<file path="src/rtl/paint_pkg.sv">
// Shared op-codes, FSM state encoding and default colours for the paint engine.
package paint_pkg;

    typedef enum logic [1:0] {
        OP_CLEAR  = 2'b00,
        OP_MOVE   = 2'b01,
        OP_STROKE = 2'b10,
        OP_REDRAW = 2'b11
    } op_e;

    typedef enum logic [2:0] {
        S_IDLE,
        S_CLEAR,
        S_ERASE_CUR,
        S_DRAW_CUR,
        S_BRUSH
    } state_e;

    localparam logic [8:0] DEF_CURSOR_COLOR = 9'h1C0;
    localparam logic [8:0] DEF_BG_COLOR     = 9'h000;

endpackage

</file>
<file path="src/rtl/paint_engine_rect_scanner.sv">
// Row-major rectangle walker: column inner, row outer, freezes while stall is high.
module rect_scanner #(
    parameter int unsigned COL_BITS = 9,
    parameter int unsigned ROW_BITS = 8
) (
    input  logic                clk,
    input  logic                rst_n,
    input  logic                start,
    input  logic [COL_BITS-1:0] col_last,
    input  logic [ROW_BITS-1:0] row_last,
    input  logic                stall,
    output logic [COL_BITS-1:0] col,
    output logic [ROW_BITS-1:0] row,
    output logic                done
);

    logic                run_q, run_d;
    logic [COL_BITS-1:0] col_q, col_d;
    logic [ROW_BITS-1:0] row_q, row_d;
    logic [COL_BITS-1:0] col_last_q, col_last_d;
    logic [ROW_BITS-1:0] row_last_q, row_last_d;
    logic                at_end;

    assign at_end = (col_q == col_last_q) && (row_q == row_last_q);
    // done marks the cycle in which the final position is consumed
    assign done   = run_q && !stall && at_end;
    assign col    = col_q;
    assign row    = row_q;

    always_comb begin
        run_d      = run_q;
        col_d      = col_q;
        row_d      = row_q;
        col_last_d = col_last_q;
        row_last_d = row_last_q;
        if (start) begin
            run_d      = 1'b1;
            col_d      = '0;
            row_d      = '0;
            col_last_d = col_last;
            row_last_d = row_last;
        end else if (run_q && !stall) begin
            if (col_q == col_last_q) begin
                col_d = '0;
                if (row_q == row_last_q) begin
                    row_d = '0;
                    run_d = 1'b0;
                end else begin
                    row_d = row_q + ROW_BITS'(1);
                end
            end else begin
                col_d = col_q + COL_BITS'(1);
            end
        end
    end

    always_ff @(posedge clk or negedge rst_n) begin
        if (!rst_n) begin
            run_q      <= 1'b0;
            col_q      <= '0;
            row_q      <= '0;
            col_last_q <= '0;
            row_last_q <= '0;
        end else begin
            run_q      <= run_d;
            col_q      <= col_d;
            row_q      <= row_d;
            col_last_q <= col_last_d;
            row_last_q <= row_last_d;
        end
    end

endmodule

</file>
<file path="src/rtl/paint_engine.sv">
// Command-driven pixel writer: screen clear, square brush strokes and a cross cursor,
// streaming clipped pixel writes over a valid/ready interface.
module paint_engine
    import paint_pkg::*;
#(
    parameter int unsigned           SCREEN_W     = 320,
    parameter int unsigned           SCREEN_H     = 240,
    parameter int unsigned           X_BITS       = 9,
    parameter int unsigned           Y_BITS       = 8,
    parameter int unsigned           COLOR_BITS   = 9,
    parameter int unsigned           MAX_BRUSH    = 8,
    parameter int unsigned           SIZE_BITS    = 4,
    parameter int unsigned           CURSOR_ARM   = 10,
    parameter logic [COLOR_BITS-1:0] CURSOR_COLOR = DEF_CURSOR_COLOR,
    parameter logic [COLOR_BITS-1:0] BG_COLOR     = DEF_BG_COLOR
) (
    input  logic                  CLOCK_50,
    input  logic                  resetn,
    input  logic                  cmd_valid,
    output logic                  cmd_ready,
    input  logic [1:0]            cmd_op,
    input  logic [X_BITS-1:0]     cmd_x,
    input  logic [Y_BITS-1:0]     cmd_y,
    input  logic [SIZE_BITS-1:0]  cmd_size,
    input  logic [COLOR_BITS-1:0] cmd_color,
    output logic                  pix_valid,
    input  logic                  pix_ready,
    output logic [X_BITS-1:0]     pix_x,
    output logic [Y_BITS-1:0]     pix_y,
    output logic [COLOR_BITS-1:0] pix_color,
    output logic                  busy,
    output logic [X_BITS-1:0]     cur_x,
    output logic [Y_BITS-1:0]     cur_y
);

    localparam int unsigned XW = X_BITS + 1;
    localparam int unsigned YW = Y_BITS + 1;
    localparam int unsigned AW = $clog2(4 * CURSOR_ARM + 1);

    localparam logic [AW-1:0]        ARM_LAST  = AW'(4 * CURSOR_ARM);
    localparam logic [AW-1:0]        ARM_HLAST = AW'(2 * CURSOR_ARM);
    localparam logic [XW-1:0]        SW_X      = XW'(SCREEN_W);
    localparam logic [YW-1:0]        SH_Y      = YW'(SCREEN_H);
    localparam logic [X_BITS-1:0]    MAX_X     = X_BITS'(SCREEN_W - 1);
    localparam logic [Y_BITS-1:0]    MAX_Y     = Y_BITS'(SCREEN_H - 1);
    localparam logic [SIZE_BITS-1:0] MAX_N     = SIZE_BITS'(MAX_BRUSH);

    state_e                state_q, state_d;
    logic [AW-1:0]         arm_q, arm_d;
    logic [X_BITS-1:0]     cur_x_q, cur_x_d;
    logic [Y_BITS-1:0]     cur_y_q, cur_y_d;
    logic [X_BITS-1:0]     tgt_x_q, tgt_x_d;
    logic [Y_BITS-1:0]     tgt_y_q, tgt_y_d;
    logic [X_BITS-1:0]     org_x_q, org_x_d;
    logic [Y_BITS-1:0]     org_y_q, org_y_d;
    logic [COLOR_BITS-1:0] color_q, color_d;

    logic                  scan_start;
    logic                  scan_stall;
    logic                  scan_done;
    logic [X_BITS-1:0]     scan_col_last, scan_col;
    logic [Y_BITS-1:0]     scan_row_last, scan_row;
    logic [SIZE_BITS-1:0]  brush_n;

    logic [XW-1:0]         x_off;
    logic [YW-1:0]         y_off;
    logic [AW-1:0]         v_idx;
    logic                  pix_on;
    logic                  in_range;
    logic                  adv;
    logic [COLOR_BITS-1:0] pix_col;

    rect_scanner #(
        .COL_BITS (X_BITS),
        .ROW_BITS (Y_BITS)
    ) u_scan (
        .clk      (CLOCK_50),
        .rst_n    (resetn),
        .start    (scan_start),
        .col_last (scan_col_last),
        .row_last (scan_row_last),
        .stall    (scan_stall),
        .col      (scan_col),
        .row      (scan_row),
        .done     (scan_done)
    );

    // Current pixel position, one bit wider so that the MSB acts as a sign bit.
    always_comb begin
        x_off   = '0;
        y_off   = '0;
        v_idx   = '0;
        pix_on  = 1'b0;
        pix_col = color_q;
        unique case (state_q)
            S_CLEAR, S_BRUSH: begin
                pix_on = 1'b1;
                x_off  = XW'(org_x_q) + XW'(scan_col);
                y_off  = YW'(org_y_q) + YW'(scan_row);
            end
            S_ERASE_CUR, S_DRAW_CUR: begin
                pix_on  = 1'b1;
                pix_col = (state_q == S_ERASE_CUR) ? BG_COLOR : CURSOR_COLOR;
                if (arm_q <= ARM_HLAST) begin
                    x_off = XW'(cur_x_q) + XW'(arm_q) - XW'(CURSOR_ARM);
                    y_off = YW'(cur_y_q);
                end else begin
                    // vertical arm skips the centre row already drawn by the horizontal arm
                    v_idx = arm_q - ARM_HLAST - AW'(1);
                    x_off = XW'(cur_x_q);
                    y_off = YW'(cur_y_q) + YW'(v_idx) - YW'(CURSOR_ARM)
                          + YW'(v_idx >= AW'(CURSOR_ARM));
                end
            end
            default: ;
        endcase
    end

    assign in_range   = !x_off[XW-1] && !y_off[YW-1] && (x_off < SW_X) && (y_off < SH_Y);
    assign adv        = pix_on && (!in_range || pix_ready);
    assign scan_stall = !adv;

    assign pix_valid = pix_on && in_range;
    assign pix_x     = pix_on ? x_off[X_BITS-1:0] : '0;
    assign pix_y     = pix_on ? y_off[Y_BITS-1:0] : '0;
    assign pix_color = pix_on ? pix_col : '0;
    assign cmd_ready = (state_q == S_IDLE);
    assign busy      = (state_q != S_IDLE);
    assign cur_x     = cur_x_q;
    assign cur_y     = cur_y_q;

    always_comb begin
        state_d       = state_q;
        arm_d         = arm_q;
        cur_x_d       = cur_x_q;
        cur_y_d       = cur_y_q;
        tgt_x_d       = tgt_x_q;
        tgt_y_d       = tgt_y_q;
        org_x_d       = org_x_q;
        org_y_d       = org_y_q;
        color_d       = color_q;
        scan_start    = 1'b0;
        scan_col_last = '0;
        scan_row_last = '0;
        brush_n       = (cmd_size == '0) ? SIZE_BITS'(1)
                      : (cmd_size > MAX_N) ? MAX_N : cmd_size;
        unique case (state_q)
            S_IDLE: begin
                if (cmd_valid) begin
                    color_d = cmd_color;
                    org_x_d = cmd_x;
                    org_y_d = cmd_y;
                    arm_d   = '0;
                    case (op_e'(cmd_op))
                        OP_CLEAR: begin
                            state_d       = S_CLEAR;
                            org_x_d       = '0;
                            org_y_d       = '0;
                            scan_start    = 1'b1;
                            scan_col_last = MAX_X;
                            scan_row_last = MAX_Y;
                        end
                        OP_MOVE: begin
                            state_d = S_ERASE_CUR;
                            tgt_x_d = (cmd_x > MAX_X) ? MAX_X : cmd_x;
                            tgt_y_d = (cmd_y > MAX_Y) ? MAX_Y : cmd_y;
                        end
                        OP_STROKE: begin
                            state_d       = S_BRUSH;
                            scan_start    = 1'b1;
                            scan_col_last = X_BITS'(brush_n - SIZE_BITS'(1));
                            scan_row_last = Y_BITS'(brush_n - SIZE_BITS'(1));
                        end
                        default: state_d = S_DRAW_CUR;
                    endcase
                end
            end
            S_CLEAR, S_BRUSH: begin
                if (scan_done) state_d = S_IDLE;
            end
            S_ERASE_CUR: begin
                if (adv) begin
                    if (arm_q == ARM_LAST) begin
                        arm_d   = '0;
                        cur_x_d = tgt_x_q;
                        cur_y_d = tgt_y_q;
                        state_d = S_DRAW_CUR;
                    end else begin
                        arm_d = arm_q + AW'(1);
                    end
                end
            end
            S_DRAW_CUR: begin
                if (adv) begin
                    if (arm_q == ARM_LAST) begin
                        arm_d   = '0;
                        state_d = S_IDLE;
                    end else begin
                        arm_d = arm_q + AW'(1);
                    end
                end
            end
            default: state_d = S_IDLE;
        endcase
    end

    always_ff @(posedge CLOCK_50 or negedge resetn) begin
        if (!resetn) begin
            state_q <= S_IDLE;
            arm_q   <= '0;
            cur_x_q <= X_BITS'(SCREEN_W >> 1);
            cur_y_q <= Y_BITS'(SCREEN_H >> 1);
            tgt_x_q <= '0;
            tgt_y_q <= '0;
            org_x_q <= '0;
            org_y_q <= '0;
            color_q <= '0;
        end else begin
            state_q <= state_d;
            arm_q   <= arm_d;
            cur_x_q <= cur_x_d;
            cur_y_q <= cur_y_d;
            tgt_x_q <= tgt_x_d;
            tgt_y_q <= tgt_y_d;
            org_x_q <= org_x_d;
            org_y_q <= org_y_d;
            color_q <= color_d;
        end
    end

endmodule
</file>
<file path="config.mk">
export PLATFORM = sky130hd
export DESIGN_NAME = paint_engine
export DESIGN_NICKNAME = d
export VERILOG_FILES = /design/src/rtl/paint_pkg.sv /design/src/rtl/paint_engine_rect_scanner.sv /design/src/rtl/paint_engine.sv
export SDC_FILE = /design/constraint.sdc
export NUM_CORES = 1
export LEC_CHECK = 0
export CORE_UTILIZATION = 25
export CTS_BUF_LIST = sky130_fd_sc_hd__clkbuf_4 sky130_fd_sc_hd__clkbuf_8
export CTS_CLUSTER_DIAMETER = 200
export DETAILED_ROUTE_END_ITERATION = 10
export PLACE_DENSITY = 0.39
export SYNTH_ARGS = -nofsm -noshare
export SYNTH_HDL_FRONTEND = slang
export SYNTH_SLANG_ARGS = --single-unit
</file>
<file path="constraint.sdc">
create_clock -name CLOCK_50 -period 6 [get_ports CLOCK_50]
set_input_delay 1.2 -clock CLOCK_50 [delete_from_list [all_inputs] [get_ports CLOCK_50]]
set_output_delay 1.2 -clock CLOCK_50 [all_outputs]
set_load 0.02 [all_outputs]
</file>
==> summary.txt <==
Vias in the first global route: 5826
GR Layer Usage met2: 26.3%
Yosys top cell area share: 32.2%
Post-detail-place hpwl: 16.1 mm
Post-route design area: 8100 sq um
Crit-path max FO: 5
Met1 GRT Util: 21.9%
Placer Congestion: 0.816
Hold WC Path Type: flip-flop to flip-flop
GR Util All Layers: 15.9%
Avg Cell Area, Syn: 8.77 sq um
Gr busiest metal: met2
Clk_lat worst skew: 410 ps
Kind of critical path: flip-flop to output pin
Fmax: 0.177 GHz
DIE WIDTH: 166 microns
Max_cap viols: 0
Critical path required time: 4800 ps
Violated checks: DRC
Final hold viol count: 0
Total CTS buffers: 9
Seq/Total Area, Yosys: 34.6%
Post-Syn Nets: 863
Status: complete, but fails checks
Power per cell area: 490 nW/um^2
Post-route ant nets: 0
Area leader, netlist: dfrtp_1
# DRC: 5
Nets: 931
First-pass GRT wire length: 34.2 mm
Leakage: 3.66 nW
Max VDD drop: 230 uV
Crit path arrival time: 4460 ps
# H-tree levels: 3
Fillers: 2794
Startpoint Class: flip-flop
Starting Density: 25.7%
Synth cell types: 77
Synth cell count leaders: 122 x nand2_1, 87 x dfrtp_1, 52 x ha_1, 52 x inv_1, 51 x nor2_1
Post-route setup slack: 335 ps
Final period util: 94.4%
Core ar.: 26300 sq um
Largest net degree at the start of global routing: 62
Logic pwr share: 65.4%
Period minus WS final: 5660 ps
Psw: 1.94 mW
Die height: 166 microns
Row count: 59
Inserted Diodes: 0
Internal power: 2.02 mW
CTS tree: done
Area of the die: 27700 sq um
Top_reg_cell synth: dfrtp_1
Placed Area: 7890 sq um
Wire length per cell: 18.2 microns
Mapped Cells: 770
Vias/cell: 4.91
Clock root cell: clkbuf_8
Max-slew violation count: 0
Final setup fails: 0
CTS Hold Bufs: 0
Worst-path clk slew: 130 ps
Io pins: 82
Switching share of power: 49.0%
IO Port Bufs: 81
Grt total ovfl: 0
Flop pwr share: 23.1%
Most common cell in the netlist: nand2_1
Share of flip-flops with an asynchronous set or reset: 100%
Worst slack, placed: 317 ps
Vias: 5779
Share of cells above drive strength 1: 9.02%
Clk pwr share: 11.5%
Starting DRC count in detailed routing: 212
Antenna violations before repair: 0
Clock Tree Buf Depth: 2
Layout Skew: 23.2 ps
Max transition margin: 37.9%
YS warnings: 0
Grt met3 use: 2.43%
Layout area overhead: 20.0%
Clock sink total: 93
Largest cells by area after synthesis: dfrtp_1 32%, ha_1 9.6%, nand2_1 6.8%, inv_1 2.9%, nor2_1 2.8%
Synthesized cell area: 6750 sq um
Seq cells post-synth: 93
WL final: 21.5 mm
Reg2Reg Setup Slack: 1040 ps
Drt first pass iters: 10
Worst-Margin Slew: 925 ps
Post-synth EDFFs: 0
CP Capture Type: output pin
==> area by class of cell <==
class | count | area (sq um) | area share (%)
clock inverters | 7 | 80.1 | 0.988
flip-flops and latches | 93 | 2330 | 28.8
repair buffers | 95 | 911 | 11.2
clock buffers | 9 | 124 | 1.53
well taps | 335 | 419 | 5.17
multi-input cells | 587 | 4040 | 49.8
inverters | 52 | 195 | 2.41
==> worst max-delay path, cell delays in order (launching register included) <==
cell      delay [ps]
dfrtp_1          460
inv_1            170
ha_1             240
and2b_2          280
nor2_1           120
xnor2_1          150
nand3b_1         120
fa_1             390
ha_1             210
inv_1             70
fa_1             220
nor2b_4           60
o31a_1           250
o21a_1           190
nor3_1           140
o31ai_1          130
a211oi_2         330
nand2_1           90
nor2_1           230
clkbuf_2         230
==> cell families (layout without fill, tap and decap cells) <==
family / Yosys count / in the layout / synth area share (%)
and+or+nand+nor: 303 / 303 / 21.9
xor gates and xnor gates: 31 / 31 / 4.13
buffers and inverters: 90 / 163 / 5.65
muxes: 30 / 30 / 5.45
adders and majority gates: 57 / 57 / 11.1
AOI/OAI and AO/OA: 166 / 166 / 17.2
DFF: 93 / 93 / 34.6
==> cells in the final DEF, fill, tap and decap left out, types with 10 or more instances in the layout <==
| master | instances |
|---|---|
| mux2_2 | 14 |
| o21ai_0 | 34 |
| nand2_1 | 122 |
| and2_1 | 11 |
| clkdlybuf4s50_1 | 78 |
| nand3_1 | 21 |
| nor2_1 | 51 |
| dfrtp_1 | 87 |
| inv_1 | 52 |
| xnor2_1 | 21 |
| o22ai_1 | 13 |
| mux2_4 | 10 |
| a21oi_1 | 31 |
| nor3_1 | 19 |
| buf_4 | 15 |
| ha_1 | 52 |
| nand3b_1 | 19 |
==> per-stage QoR <==
stage,utilization [%],hold slack [ps],setup TNS (ps),power (mW),cells
floorplan,-,437,0,2.63,770
global placement,30.0,455,0,3.56,1161
detailed placement,30.0,454,0,3.54,1161
CTS,30.8,486,0,4.01,1177
global route,30.8,510,-10.4,4.31,1178
finish,30.8,483,0,3.97,1178
==> sequential cells by signal, summed over array words and instances, names as in the netlist <==
| signal | flops |
|---|---|
| u_scan.col | 9 |
| tgt_x_q | 9 |
| cur_y | 8 |
| u_scan.row_last_q | 6 |
| org_x_q | 9 |
| tgt_y_q | 8 |
| arm_q | 6 |
| state_q | 3 |
| color_q | 9 |
| cur_x | 9 |
| u_scan.row | 8 |
| org_y_q | 8 |
| u_scan.run_q | 1 |
==> power by group through the flow <==
stage	clock network [mW]	logic, mW	registers, mW
after floorplan	0	1.78	0.849
after global routing	0.500	2.87	0.939
final	0.456	2.59	0.916
after CTS	0.482	2.61	0.918
after global placement	0	2.63	0.930
after detailed placement	0	2.61	0.929
==> metal layers <==
layer  wire length [microns]  vias to the layer above  part of all wire [%]
met1                   10500                     2780                    49
met3                     656                       13                   3.1
met2                   10100                      110                    47
met4                     162                        0                  0.75
li1                        -                     2876                     -
met5                       0                        -                     0
==> worst paths after layout <==
path                       startpoint                    to  cells past startpoint
max                          arm_q[0]             pix_valid                     19
min                        color_q[4]            color_q[4]                      2
max reg2reg                  arm_q[0]              cur_y[7]                     21
min reg2reg                color_q[4]            color_q[4]                      2
max in group asynchronous      resetn         u_scan.row[3]                      2
min in group asynchronous      resetn  u_scan.row_last_q[2]                      1
==> what timing repair did <==
item	4_1_cts	5_1_grt
pin swaps	0	1
gates resized for setup	1	3
setup buffers	0	1
endpoints found under the setup margin	1	2
(Power assumes the default switching activity.)
